===== src/rtl/tri_sched_pkg.sv =====
// Shared types and constants for the triangle job scheduler.
package tri_sched_pkg;

  localparam int CNT_W_DEF = 7;

  // Vertex field LSB positions inside the 18-bit {x1,y1,x2,y2,x3,y3} job word
  localparam int X1_LSB = 15;
  localparam int Y1_LSB = 12;
  localparam int X2_LSB = 9;
  localparam int Y2_LSB = 6;
  localparam int X3_LSB = 3;
  localparam int Y3_LSB = 0;

  typedef enum logic [3:0] {
    IDLE, SEND0, SEND1, SEND2, WAIT_BUSY, RUN, FIN, REJ0, REJ1
  } state_t;

  function automatic logic [2:0] fld(input logic [17:0] w, input int lsb);
    return w[lsb +: 3];
  endfunction

  function automatic logic job_ok(input logic [17:0] w);
    return (fld(w, Y1_LSB) == fld(w, Y2_LSB)) &&
           (fld(w, X1_LSB) <= fld(w, X2_LSB)) &&
           (fld(w, Y3_LSB) >  fld(w, Y1_LSB));
  endfunction

endpackage


===== src/rtl/tri_rr_arb.sv =====
// Two-way round-robin arbiter; on a tie the requester other than last_id wins.
module tri_rr_arb (
  input  logic [1:0] req,
  input  logic       last_id,
  input  logic       en,
  output logic [1:0] gnt
);

  assign gnt[0] = en & req[0] & (~req[1] | last_id);
  assign gnt[1] = en & req[1] & (~req[0] | ~last_id);

endmodule


===== src/rtl/tri_job_sched.sv =====
// Triangle job scheduler: arbitrates two requesters, loads the rasterizer, forwards pixels.
// Optional job validation is enabled with `define TRI_SCHED_VALID_EN.
//   state     | meaning
//   IDLE      | arbitrate, latch winner, drive x1/y1 with ras_nt
//   SEND0/1/2 | vertex 1/2/3 on ras_xi/yi
//   WAIT_BUSY | wait for rasterizer to go busy
//   RUN       | forward pixels until busy drops
//   FIN       | done pulse, clear counter, update pointer
//   REJ0/1    | rejected job delay before FIN (validation only)
module tri_job_sched
  import tri_sched_pkg::*;
#(
  parameter int CNT_W = CNT_W_DEF
) (
  input  logic             clk,
  input  logic             reset,
  input  logic [1:0]       req,
  input  logic [17:0]      tri0_data,
  input  logic [17:0]      tri1_data,
  output logic [1:0]       gnt,
  output logic             ras_nt,
  output logic [2:0]       ras_xi,
  output logic [2:0]       ras_yi,
  input  logic             ras_busy,
  input  logic             ras_po,
  input  logic [2:0]       ras_xo,
  input  logic [2:0]       ras_yo,
  output logic             pix_valid,
  output logic [2:0]       pix_x,
  output logic [2:0]       pix_y,
  output logic             pix_id,
  output logic             done,
  output logic             done_id,
  output logic [CNT_W-1:0] done_cnt,
  output logic             done_err
);

  state_t           state_q, state_d;
  logic [11:0]      data_q, data_d;
  logic             id_q, id_d;
  logic             last_q, last_d;
  logic [CNT_W-1:0] cnt_q, cnt_d;
  logic [1:0]       arb_gnt;
  logic [17:0]      w_data;
  logic             issue;

  logic [1:0]       gnt_d;
  logic             ras_nt_d, pix_valid_d, pix_id_d, done_d, done_id_d, done_err_d;
  logic [2:0]       ras_xi_d, ras_yi_d, pix_x_d, pix_y_d;
  logic [CNT_W-1:0] done_cnt_d;

`ifdef TRI_SCHED_VALID_EN
  logic err_q, err_d;
`endif

  tri_rr_arb u_arb (
    .req     (req),
    .last_id (last_q),
    .en      (state_q == IDLE),
    .gnt     (arb_gnt)
  );

  assign w_data = arb_gnt[1] ? tri1_data : tri0_data;

  always_comb begin
    state_d     = state_q;
    data_d      = data_q;
    id_d        = id_q;
    last_d      = last_q;
    cnt_d       = cnt_q;
    issue       = 1'b1;
    gnt_d       = 2'b00;
    ras_nt_d    = 1'b0;
    ras_xi_d    = ras_xi;
    ras_yi_d    = ras_yi;
    pix_valid_d = 1'b0;
    pix_x_d     = pix_x;
    pix_y_d     = pix_y;
    pix_id_d    = pix_id;
    done_d      = 1'b0;
    done_id_d   = done_id;
    done_cnt_d  = done_cnt;
    done_err_d  = 1'b0;
`ifdef TRI_SCHED_VALID_EN
    err_d       = err_q;
`endif

    // Pixels are forwarded in WAIT_BUSY and RUN, including the cycle busy falls
    if ((state_q == WAIT_BUSY || state_q == RUN) && ras_po) begin
      pix_valid_d = 1'b1;
      pix_x_d     = ras_xo;
      pix_y_d     = ras_yo;
      pix_id_d    = id_q;
      if (cnt_q != '1) cnt_d = cnt_q + CNT_W'(1);
    end

    case (state_q)
      IDLE: begin
        if (|arb_gnt) begin
          data_d = w_data[11:0];
          id_d   = arb_gnt[1];
          gnt_d  = arb_gnt;
          cnt_d  = '0;
`ifdef TRI_SCHED_VALID_EN
          issue  = job_ok(w_data);
          err_d  = ~issue;
`endif
          if (issue) begin
            state_d  = SEND0;
            ras_nt_d = 1'b1;
            ras_xi_d = fld(w_data, X1_LSB);
            ras_yi_d = fld(w_data, Y1_LSB);
          end else begin
            state_d  = REJ0;
          end
        end
      end
      SEND0: begin
        ras_xi_d = fld({6'd0, data_q}, X2_LSB);
        ras_yi_d = fld({6'd0, data_q}, Y2_LSB);
        state_d  = SEND1;
      end
      SEND1: begin
        ras_xi_d = fld({6'd0, data_q}, X3_LSB);
        ras_yi_d = fld({6'd0, data_q}, Y3_LSB);
        state_d  = SEND2;
      end
      SEND2:     state_d = WAIT_BUSY;
      WAIT_BUSY: if (ras_busy) state_d = RUN;
      RUN: begin
        if (!ras_busy) begin
          state_d    = FIN;
          done_d     = 1'b1;
          done_id_d  = id_q;
          done_cnt_d = cnt_d;
        end
      end
      REJ0:      state_d = REJ1;
      REJ1: begin
        state_d    = FIN;
        done_d     = 1'b1;
        done_id_d  = id_q;
        done_cnt_d = cnt_q;
`ifdef TRI_SCHED_VALID_EN
        done_err_d = err_q;
`endif
      end
      FIN: begin
        cnt_d   = '0;
        last_d  = id_q;
        state_d = IDLE;
`ifdef TRI_SCHED_VALID_EN
        err_d   = 1'b0;
`endif
      end
      default:   state_d = IDLE;
    endcase
  end

  always_ff @(posedge clk or posedge reset) begin
    if (reset) begin
      state_q   <= IDLE;
      data_q    <= '0;
      id_q      <= 1'b0;
      last_q    <= 1'b1;
      cnt_q     <= '0;
      gnt       <= 2'b00;
      ras_nt    <= 1'b0;
      ras_xi    <= '0;
      ras_yi    <= '0;
      pix_valid <= 1'b0;
      pix_x     <= '0;
      pix_y     <= '0;
      pix_id    <= 1'b0;
      done      <= 1'b0;
      done_id   <= 1'b0;
      done_cnt  <= '0;
    end else begin
      state_q   <= state_d;
      data_q    <= data_d;
      id_q      <= id_d;
      last_q    <= last_d;
      cnt_q     <= cnt_d;
      gnt       <= gnt_d;
      ras_nt    <= ras_nt_d;
      ras_xi    <= ras_xi_d;
      ras_yi    <= ras_yi_d;
      pix_valid <= pix_valid_d;
      pix_x     <= pix_x_d;
      pix_y     <= pix_y_d;
      pix_id    <= pix_id_d;
      done      <= done_d;
      done_id   <= done_id_d;
      done_cnt  <= done_cnt_d;
    end
  end

`ifdef TRI_SCHED_VALID_EN
  always_ff @(posedge clk or posedge reset) begin
    if (reset) begin
      err_q    <= 1'b0;
      done_err <= 1'b0;
    end else begin
      err_q    <= err_d;
      done_err <= done_err_d;
    end
  end
`else
  assign done_err = 1'b0;
`endif

endmodule


===== config.mk =====
export PLATFORM = sky130hd
export DESIGN_NAME = tri_job_sched
export DESIGN_NICKNAME = d
export VERILOG_FILES = /design/src/rtl/tri_sched_pkg.sv /design/src/rtl/tri_rr_arb.sv /design/src/rtl/tri_job_sched.sv
export SDC_FILE = /design/constraint.sdc
export NUM_CORES = 1
export LEC_CHECK = 0
export CAP_MARGIN = 20
export CORE_UTILIZATION = 51
export CTS_CLUSTER_DIAMETER = 30
export DETAILED_ROUTE_END_ITERATION = 8
export HOLD_SLACK_MARGIN = 0.12
export PLACE_DENSITY_LB_ADDON = 0.12
export SLEW_MARGIN = 20
export SYNTH_ARGS = -nofsm -noshare
export SYNTH_HDL_FRONTEND = slang
export SYNTH_SLANG_ARGS = --single-unit

===== constraint.sdc =====
create_clock -name clk -period 3.8 [get_ports clk]
set_input_delay 0.76 -clock clk [delete_from_list [all_inputs] [get_ports clk]]
set_output_delay 0.76 -clock clk [all_outputs]
set_load 0.1 [all_outputs]

# [Word-level counts from Yosys, hierarchy flattened]
# Cells that the tools add are included.
[word_totals] ff_bits=51 wordCells=72 out_inout_bits=27 input_bits=48
[classes] eq_ne=12 addsub=1 bitwise=9 n_reduce_logical=10 mux=24
[ops] operator="$pmux W4 S8" count=1
[ops] operator="$mux W7" count=4
[ops] operator="$pmux W7 S2" count=2
[ops] operator="$mux W18" count=1
[ops] operator="$pmux W3 S3" count=2
[ops] operator="$eq A4 B3 Y1 const B" count=4
[ops] operator="$mux W4" count=3
[ops] operator="$eq A4 B2 Y1 const B" count=2
[ops] operator="$add A7 B1 Y7 const B" count=1
[ops] operator="$ne A7 B7 Y1 const B" count=1
[ops] operator="$mux W3" count=2
[ops] operator="$ne A2 B2 Y1 const B" count=3
[ops] operator="$reduce_and A2 Y1" count=3
[ops] operator="$mux W1" count=5
[ops] operator="$and A1 B1 Y1" count=4
[ops] operator="$eq A4 B1 Y1 const B" count=1
[ops] operator="$eq A4 B4 Y1 const B" count=1
[ops] operator="$logic_not A4 Y1" count=1
[ops] operator="$mux W2" count=2
[ops] operator="$pmux W1 S2" count=2
[ops] operator="$not A1 Y1" count=3
[ops] operator="$reduce_and A3 Y1" count=1
[ops] operator="$reduce_bool A3 Y1" count=1
[ops] operator="$or A1 B1 Y1" count=2
[ops] operator="4 further kinds" count=4

# [Logic depth before layout (Yosys ltp)]
# Gate-level depths: netlist of run 1.
[logic_depth] depth_word=6 depth_mapped=7 depth_no_buf=5

# [Hierarchy]
# Synthesis of run 1 repeated with hierarchy kept, for this count alone.
[unflattened] hier_cells=239 hier_area_um2=2534.9
[by_module_without_submodules] module="tri_job_sched" cells_each=234 area_each_um2=2513.7 instances=1 seq_area_each_um2=1277.5
[by_module_without_submodules] module="tri_rr_arb" cells_each=5 area_each_um2=21.3 instances=1 seq_area_each_um2=0.0

# [Worst setup path before layout of run 1]
# Ideal clock, no wire load.
[synth_path] kind="input port to flip-flop" from="input port ras_po" to="register done_cnt[1]" required_ns=3.674 arrival_time_ns=1.693 setup_ns=0.126 path_slack_ns=1.981 cell_stages=5 path_buffers=1 cell_sequence="nor4bb_1 -> buf_2 -> o21a_2 -> nor2_1 -> a221o_1"
[synth_between] elab_chain_cells=4
[synth_lines] item="from (decl)" line="tri_job_sched.sv:25" text="input logic ras_po,"
[synth_lines] item="$logic_and A1 B1 Y1" line="tri_job_sched.sv:89" text="if ((state_q == WAIT_BUSY || state_q == RUN) && ras_po) begin"
[synth_lines] item="$mux W7" line="tri_job_sched.sv:89"
[synth_lines] item="$mux W7" line="tri_job_sched.sv:131" text="if (!ras_busy) begin"
[synth_lines] item="$pmux W7 S2" line="tri_job_sched.sv:97" text="case (state_q)"
[synth_lines] item="to (signal assigned)" line="tri_job_sched.sv:194" text="done_cnt <= done_cnt_d;"
[synth_lines] item="to (decl)" line="tri_job_sched.sv:34" text="output logic [CNT_W-1:0] done_cnt,"
# Every way passes these cells. The select of a mux whose other input is x is not followed.
# A chain may end at the register's enable or synchronous reset.

# [Worst setup path after layout of run 1]
[layout_path] from="register done_cnt[5]" to="output port done_cnt[5]"
# No word-level cell between the ends.

==> impl_metrics.env, run 1 <==
export IMPL_drc=0
export IMPL_wl_per_cell_um=14.0
export IMPL_cts_root_buf="clkbuf_8"
export IMPL_first_pass_iters=4
export IMPL_ys_ff_latch=51
export IMPL_yosys_area_top_type_share_pct=49.8
export IMPL_synth_edf_count=0
export IMPL_drtIter0Drc=219
export IMPL_synth_compound_area_share_pct=13.9
export IMPL_fin_skew_ns=0.0120
export IMPL_wl_um=5410
export IMPL_synth_area_leader_cell="dfrtp_1"
export IMPL_layout_drive_gt1_share_pct=9.06
export IMPL_period_share_pct=69.4
export IMPL_portBuffers=73
export IMPL_cp_required_ns=3.04
export IMPL_setup_worst_path_class="reg2out"
export IMPL_cts_path_max_buffers=2
export IMPL_dp_hpwl_um=3870
export IMPL_muxShareOfSynthArea_pct=4.83
export IMPL_clk_latency_ns=0.31
export IMPL_maxCapViolations=0
export IMPL_yosysUniqueCellTypes=51
export IMPL_maxSlewHeadroom_pct=32.9
export IMPL_grt_max_degree=52
export IMPL_p_per_area_nw_per_um2=919
export IMPL_min_to="ras_yi[1]$_DFFE_PP0P_"
export IMPL_final_common_cell="clkdlybuf4s50_1"
export IMPL_final_area_um2=3320
export IMPL_min_from="ras_yi[1]$_DFFE_PP0P_"
export IMPL_coreArea_um2=4720
export IMPL_grt_pass1_vias=1969
export IMPL_yosys_area_share_simple_pct=23.7
export IMPL_synth_top_family_by_area="simple AND/OR/NAND/NOR gates"
export IMPL_cp_max_fo=2
export IMPL_r2r_end="data_q[8]$_DFFE_PP0P_"
export IMPL_status="finished, final reports clean"
export IMPL_synth_xor_area_share_pct=1.05
export IMPL_cts_resized=0
export IMPL_cts_hold_buf=0
export IMPL_placed_cell_area_um2=3240
export IMPL_cts_setup_buffers=0
export IMPL_path_cells="clkdlybuf4s50_1"
export IMPL_areaGrowthSynthToFinish_pct=32.3
export IMPL_setup_tns_ns=0
export IMPL_slew_violations=0
export IMPL_cpLargestDelayFamily="buffers and inverters"
export IMPL_tightest_slew_ns=1.00
export IMPL_cp_slowest_cell="clkdlybuf4s50_1"
export IMPL_syn_area_um2=2510
export IMPL_syn_num_nets=303
export IMPL_p_leak_nw=1.38
export IMPL_die_h_um=72.2
export IMPL_cts_tree="done"
export IMPL_synth_avg_cell_area_um2=9.89
export IMPL_holdCritPathClass="reg2reg"
export IMPL_numClockSinks=51
export IMPL_grt_pass1_wl_um=9140
export IMPL_num_rows=25
export IMPL_ios=75
export IMPL_path_clk_slew_ns=0.10
export IMPL_ff2ff_path_depth=4
export IMPL_setup_viol=0
export IMPL_diodes=0
export IMPL_synth_area_leaders="dfrtp_1 (50%), nand2_1 (7.8%), mux2_2 (4.0%)"
export IMPL_rsz0062_at_grt="false"
export IMPL_postRouteAntennaNets=0
export IMPL_avgViaCountPerCell=5.41
export IMPL_critPathArrivalTime_ns=1.88
export IMPL_setup_worst_path_end_class="primary output"
export IMPL_nets=368
export IMPL_mostFrequentLayoutCells="clkdlybuf4s50_1 (73), nand2_1 (52), dfrtp_1 (50), nor2_1 (27), a31oi_1 (13)"
export IMPL_async_flop_share_pct=100
export IMPL_htreeDepth=2
export IMPL_fmax_ghz=0.379
export IMPL_grtUsageTotal_pct=22.7
export IMPL_hold_viol=0
export IMPL_synthAdderAreaFrac_pct=0.498
export IMPL_vias=2094
export IMPL_dieWidth_um=72.2
export IMPL_whs_path_depth=2
export IMPL_slowest_delay_ns=1.16
export IMPL_reg2reg_from="state_q[1]$_DFFE_PP0P_"
export IMPL_overflow=0
export IMPL_ys_warn_count=0
export IMPL_gp_congestion=0.880
export IMPL_syn_inst=254
export IMPL_ys_flop_type="dfrtp_1"
export IMPL_cp_start_kind="register"
export IMPL_fp_dieArea_um2=5210
export IMPL_rrSetupSlack_ns=1.60
export IMPL_initial_core_util_pct=53.2
export IMPL_max_vdd_ir_drop_mv=0.627
export IMPL_worst_path_buf_inv=1
export IMPL_fin_crit_ns=2.64
export IMPL_cts_buffers=5
export IMPL_yosysSeqAreaShare_pct=50.8
export IMPL_antenna_found_initial=0
## registers in the layout (all words and copies together) (netlist names)
| name | cells |
|---|---|
| pix_y | 3 |
| done_cnt | 7 |
| gnt | 2 |
| state_q | 4 |
| ras_xi | 3 |
| data_q | 12 |
| cnt_q | 7 |
| done | 1 |
| ras_nt | 1 |
| ras_yi | 3 |
| pix_id | 1 |
| pix_valid | 1 |
| id_q | 1 |
| last_q | 1 |
| done_id | 1 |
| pix_x | 3 |
## synthesized netlist by cell type (all sizes together), types with 3 or more instances
| cell | number |
|---|---|
| nand2 | 52 |
| dfrtp | 50 |
| nor2 | 27 |
| buf | 14 |
| a31oi | 13 |
| nand3 | 12 |
| mux2 | 9 |
| nand4 | 9 |
| a21oi | 7 |
| a22o | 6 |
| inv | 4 |
| a221o | 3 |
| and3 | 3 |
| nor3 | 3 |
| nor3b | 3 |
| o21ai | 3 |
## routing by layer
layer	vias up	global-route usage (%)	share of wire, %
li1	1031	-	-
met1	983	32.6	46
met2	76	34.7	47
met3	4	4.58	6.3
met4	0	7.41	0.91
met5	-	0	0
## where the power goes
part | switching, mW | internal [mW]
clock | 0.183 | 0.130
combinational | 1.27 | 0.526
sequential | 0.181 | 0.764
total | 1.64 | 1.42
## stage by stage
stage / utilization, % / cells / setup WS [ns] / power, mW / hold slack [ns]
final: 70.4 / 387 / 1.16 / 3.06 / 0.506
after global routing: 70.4 / 387 / 1.15 / 3.23 / 0.541
after CTS: 70.4 / 387 / 1.17 / 3.07 / 0.508
after detailed placement: 68.5 / 379 / 1.05 / 2.76 / 0.487
after global placement: 68.5 / 379 / 1.10 / 2.74 / 0.482
after floorplan: - / 254 / 1.81 / 2.36 / 0.491
## kinds of logic after synthesis
group / count (synthesis)
AOI/OAI and AO/OA: 46
xor gates and xnor gates: 3
adders and majority gates: 1
and+or+nand+nor: 120
DFF: 51
other: 1
muxes: 11
buffers and inverters: 21
## area by class of cell
type | instances | area, um^2
clock buffer | 5 | 68.8
clock inverter | 3 | 18.8
fill | 384 | 1400
inverter | 5 | 21.3
multi-input combinational | 182 | 1120
sequential | 51 | 1280
tap | 67 | 83.8
timing repair buffer | 74 | 738
## worst max path at each step
| stage | from | end | slack (ns) | cells after the start |
|---|---|---|---|---|
| 2_1_floorplan | reset | cnt_q[0]$_DFF_PP0_ | 1.81 | 1 |
| 3_3_place_gp | ras_po | done_cnt[4]$_DFFE_PP0P_ | 1.10 | 6 |
| 3_5_place_dp | ras_po | done_cnt[4]$_DFFE_PP0P_ | 1.05 | 6 |
| 4_1_cts | done_cnt[5]$_DFFE_PP0P_ | done_cnt[5] | 1.17 | 1 |
| 5_1_grt | done_cnt[5]$_DFFE_PP0P_ | done_cnt[5] | 1.15 | 1 |
| 6_report | done_cnt[5]$_DFFE_PP0P_ | done_cnt[5] | 1.16 | 1 |
No activity file was read; power rests on OpenSTA's default activity.
==> inputs of run 2 (changes only) <==
- CORE_UTILIZATION: 51 -> 42
- clock period: 3.8 -> 2.3 ns (I/O delays scaled with it)
==> impl_metrics.env, run 2 (synthesis gave the netlist of run 1 again) <==
export IMPL_grt_pass1_wl_um=9360
export IMPL_largest_register="data_q"
export IMPL_cts_hold_buf=0
export IMPL_antenna_found_initial=0
export IMPL_dp_hpwl_um=3950
export IMPL_fmax_ghz=0.546
export IMPL_reg2reg_from="state_q[3]$_DFFE_PP0P_"
export IMPL_final_common_cell="nand2_1"
export IMPL_place_ws_ns=0.144
export IMPL_cp_start_kind="input port"
export IMPL_ff2ff_path_depth=4
export IMPL_grtUsageTotal_pct=19.2
export IMPL_status="finished, final reports clean"
export IMPL_utilization_pct=59.1
export IMPL_r2r_end="done_cnt[5]$_DFFE_PP0P_"
export IMPL_die_h_um=79.3
export IMPL_slew_violations=0
export IMPL_setup_worst_path_end_class="register"
export IMPL_gp_congestion=0.893
export IMPL_period_share_pct=79.6
export IMPL_grt_max_degree=52
export IMPL_wl_per_cell_um=13.9
export IMPL_largest_reg_flops=12
export IMPL_holdCritPathClass="in2async"
export IMPL_p_leak_nw=1.45
export IMPL_rsz0062_at_grt="false"
export IMPL_drc=0
export IMPL_initial_core_util_pct=44.5
export IMPL_ios=75
export IMPL_holdWs_ns=0.499
export IMPL_numClockSinks=51
export IMPL_setup_ws_ns=0.470
export IMPL_wl_um=5540
export IMPL_cts_buffers=5
export IMPL_diodes=0
export IMPL_coreArea_um2=5640
export IMPL_max_vdd_ir_drop_mv=0.912
export IMPL_maxSlewHeadroom_pct=64.4
export IMPL_path_clk_slew_ns=0.10
export IMPL_tightest_slew_ns=0.533
export IMPL_htreeDepth=2
export IMPL_portBuffers=73
export IMPL_nets=375
export IMPL_num_rows=27
export IMPL_maxCapViolations=0
export IMPL_areaGrowthSynthToFinish_pct=32.7
export IMPL_avgViaCountPerCell=5.21
export IMPL_top_regs="data_q: 12 flops, cnt_q: 7 flops, done_cnt: 7 flops"
export IMPL_critPathArrivalTime_ns=2.03
export IMPL_placed_cell_area_um2=3240
export IMPL_dieWidth_um=79.3
export IMPL_rrSetupSlack_ns=0.49
export IMPL_fin_crit_ns=1.83
export IMPL_cts_root_buf="clkbuf_8"
export IMPL_grt_pass1_vias=1946
export IMPL_setup_worst_path_class="in2reg"
export IMPL_setup_tns_ns=0
export IMPL_vias=2080
export IMPL_overflow=0
export IMPL_setup_viol=0
export IMPL_cp_max_fo=7
export IMPL_cts_resized=0
export IMPL_postRouteAntennaNets=0
export IMPL_p_per_area_nw_per_um2=1520
export IMPL_clk_latency_ns=0.30
export IMPL_cts_path_max_buffers=2
export IMPL_fin_skew_ns=0.00959
export IMPL_cts_setup_buffers=0
export IMPL_layout_drive_gt1_share_pct=19.0
export IMPL_mostFrequentLayoutCells="nand2_1 (52), dfrtp_1 (50), clkdlybuf4s50_1 (47), buf_4 (33), nor2_1 (27)"
export IMPL_final_area_um2=3330
export IMPL_first_pass_iters=4
export IMPL_cp_required_ns=2.50
export IMPL_layoutNonFillerInstCount=399
export IMPL_hold_viol=0
export IMPL_finalPower_mw=5.06
export IMPL_drtIter0Drc=146
export IMPL_dpl_cell_count=391
export IMPL_cts_tree="done"
export IMPL_fp_dieArea_um2=6290
run 2: cell types whose count changed in the layout (fill, tap and decap cells not counted):
cell and delta:
clkinv_2 -2, inv_6 +1, clkdlybuf4s50_1 -26, inv_2 +1
buf_12 +1, buf_4 +32
run 2: power by group:
group          switching [mW]  internal, mW  total [mW]
combinational            2.11         0.860        2.97
clock                   0.306         0.221       0.526
sequential              0.302          1.26        1.56
run 2: layer usage:
metal / vias to the layer above / track usage, % / routed length (um)
li1: 1043 / - / -
met1: 961 / 28.8 / 2680
met2: 68 / 27.8 / 2520
met3: 8 / 3.22 / 290
met4: 0 / 6.55 / 58
met5: - / 0 / 0
run 2: how the worst max path moves through the flow:
stage                                 from                 endpoint  slack (ns)  cells after the start
finish                              ras_po  done_cnt[0]$_DFFE_PP0P_        0.47                      6
floorplan                            reset       cnt_q[0]$_DFF_PP0_        0.61                      1
global placement                    ras_po  done_cnt[1]$_DFFE_PP0P_        0.20                      6
CTS                 state_q[1]$_DFFE_PP0P_    ras_yi[0]$_DFFE_PP0P_        0.48                      5
global route        state_q[1]$_DFFE_PP0P_    data_q[2]$_DFFE_PP0P_        0.26                      5
detailed placement                  ras_po  done_cnt[1]$_DFFE_PP0P_        0.14                      6
run 2: critical path, stage by stage:
cell	delay, ns
clkdlybuf4s50_1	0.51
nor4bb_2	0.29
buf_4	0.19
o21a_2	0.20
nor2_1	0.08
a221o_1	0.30
run 2: area by class of cell:
| cell class | instances | area [um^2] |
|---|---|---|
| clock buffers | 5 | 68.8 |
| clock inverters | 3 | 22.5 |
| fillers | 505 | 2310 |
| inverters | 5 | 20.0 |
| multi-input cells | 182 | 1120 |
| flip-flops and latches | 51 | 1280 |
| well taps | 72 | 90.1 |
| repair buffers | 81 | 738 |
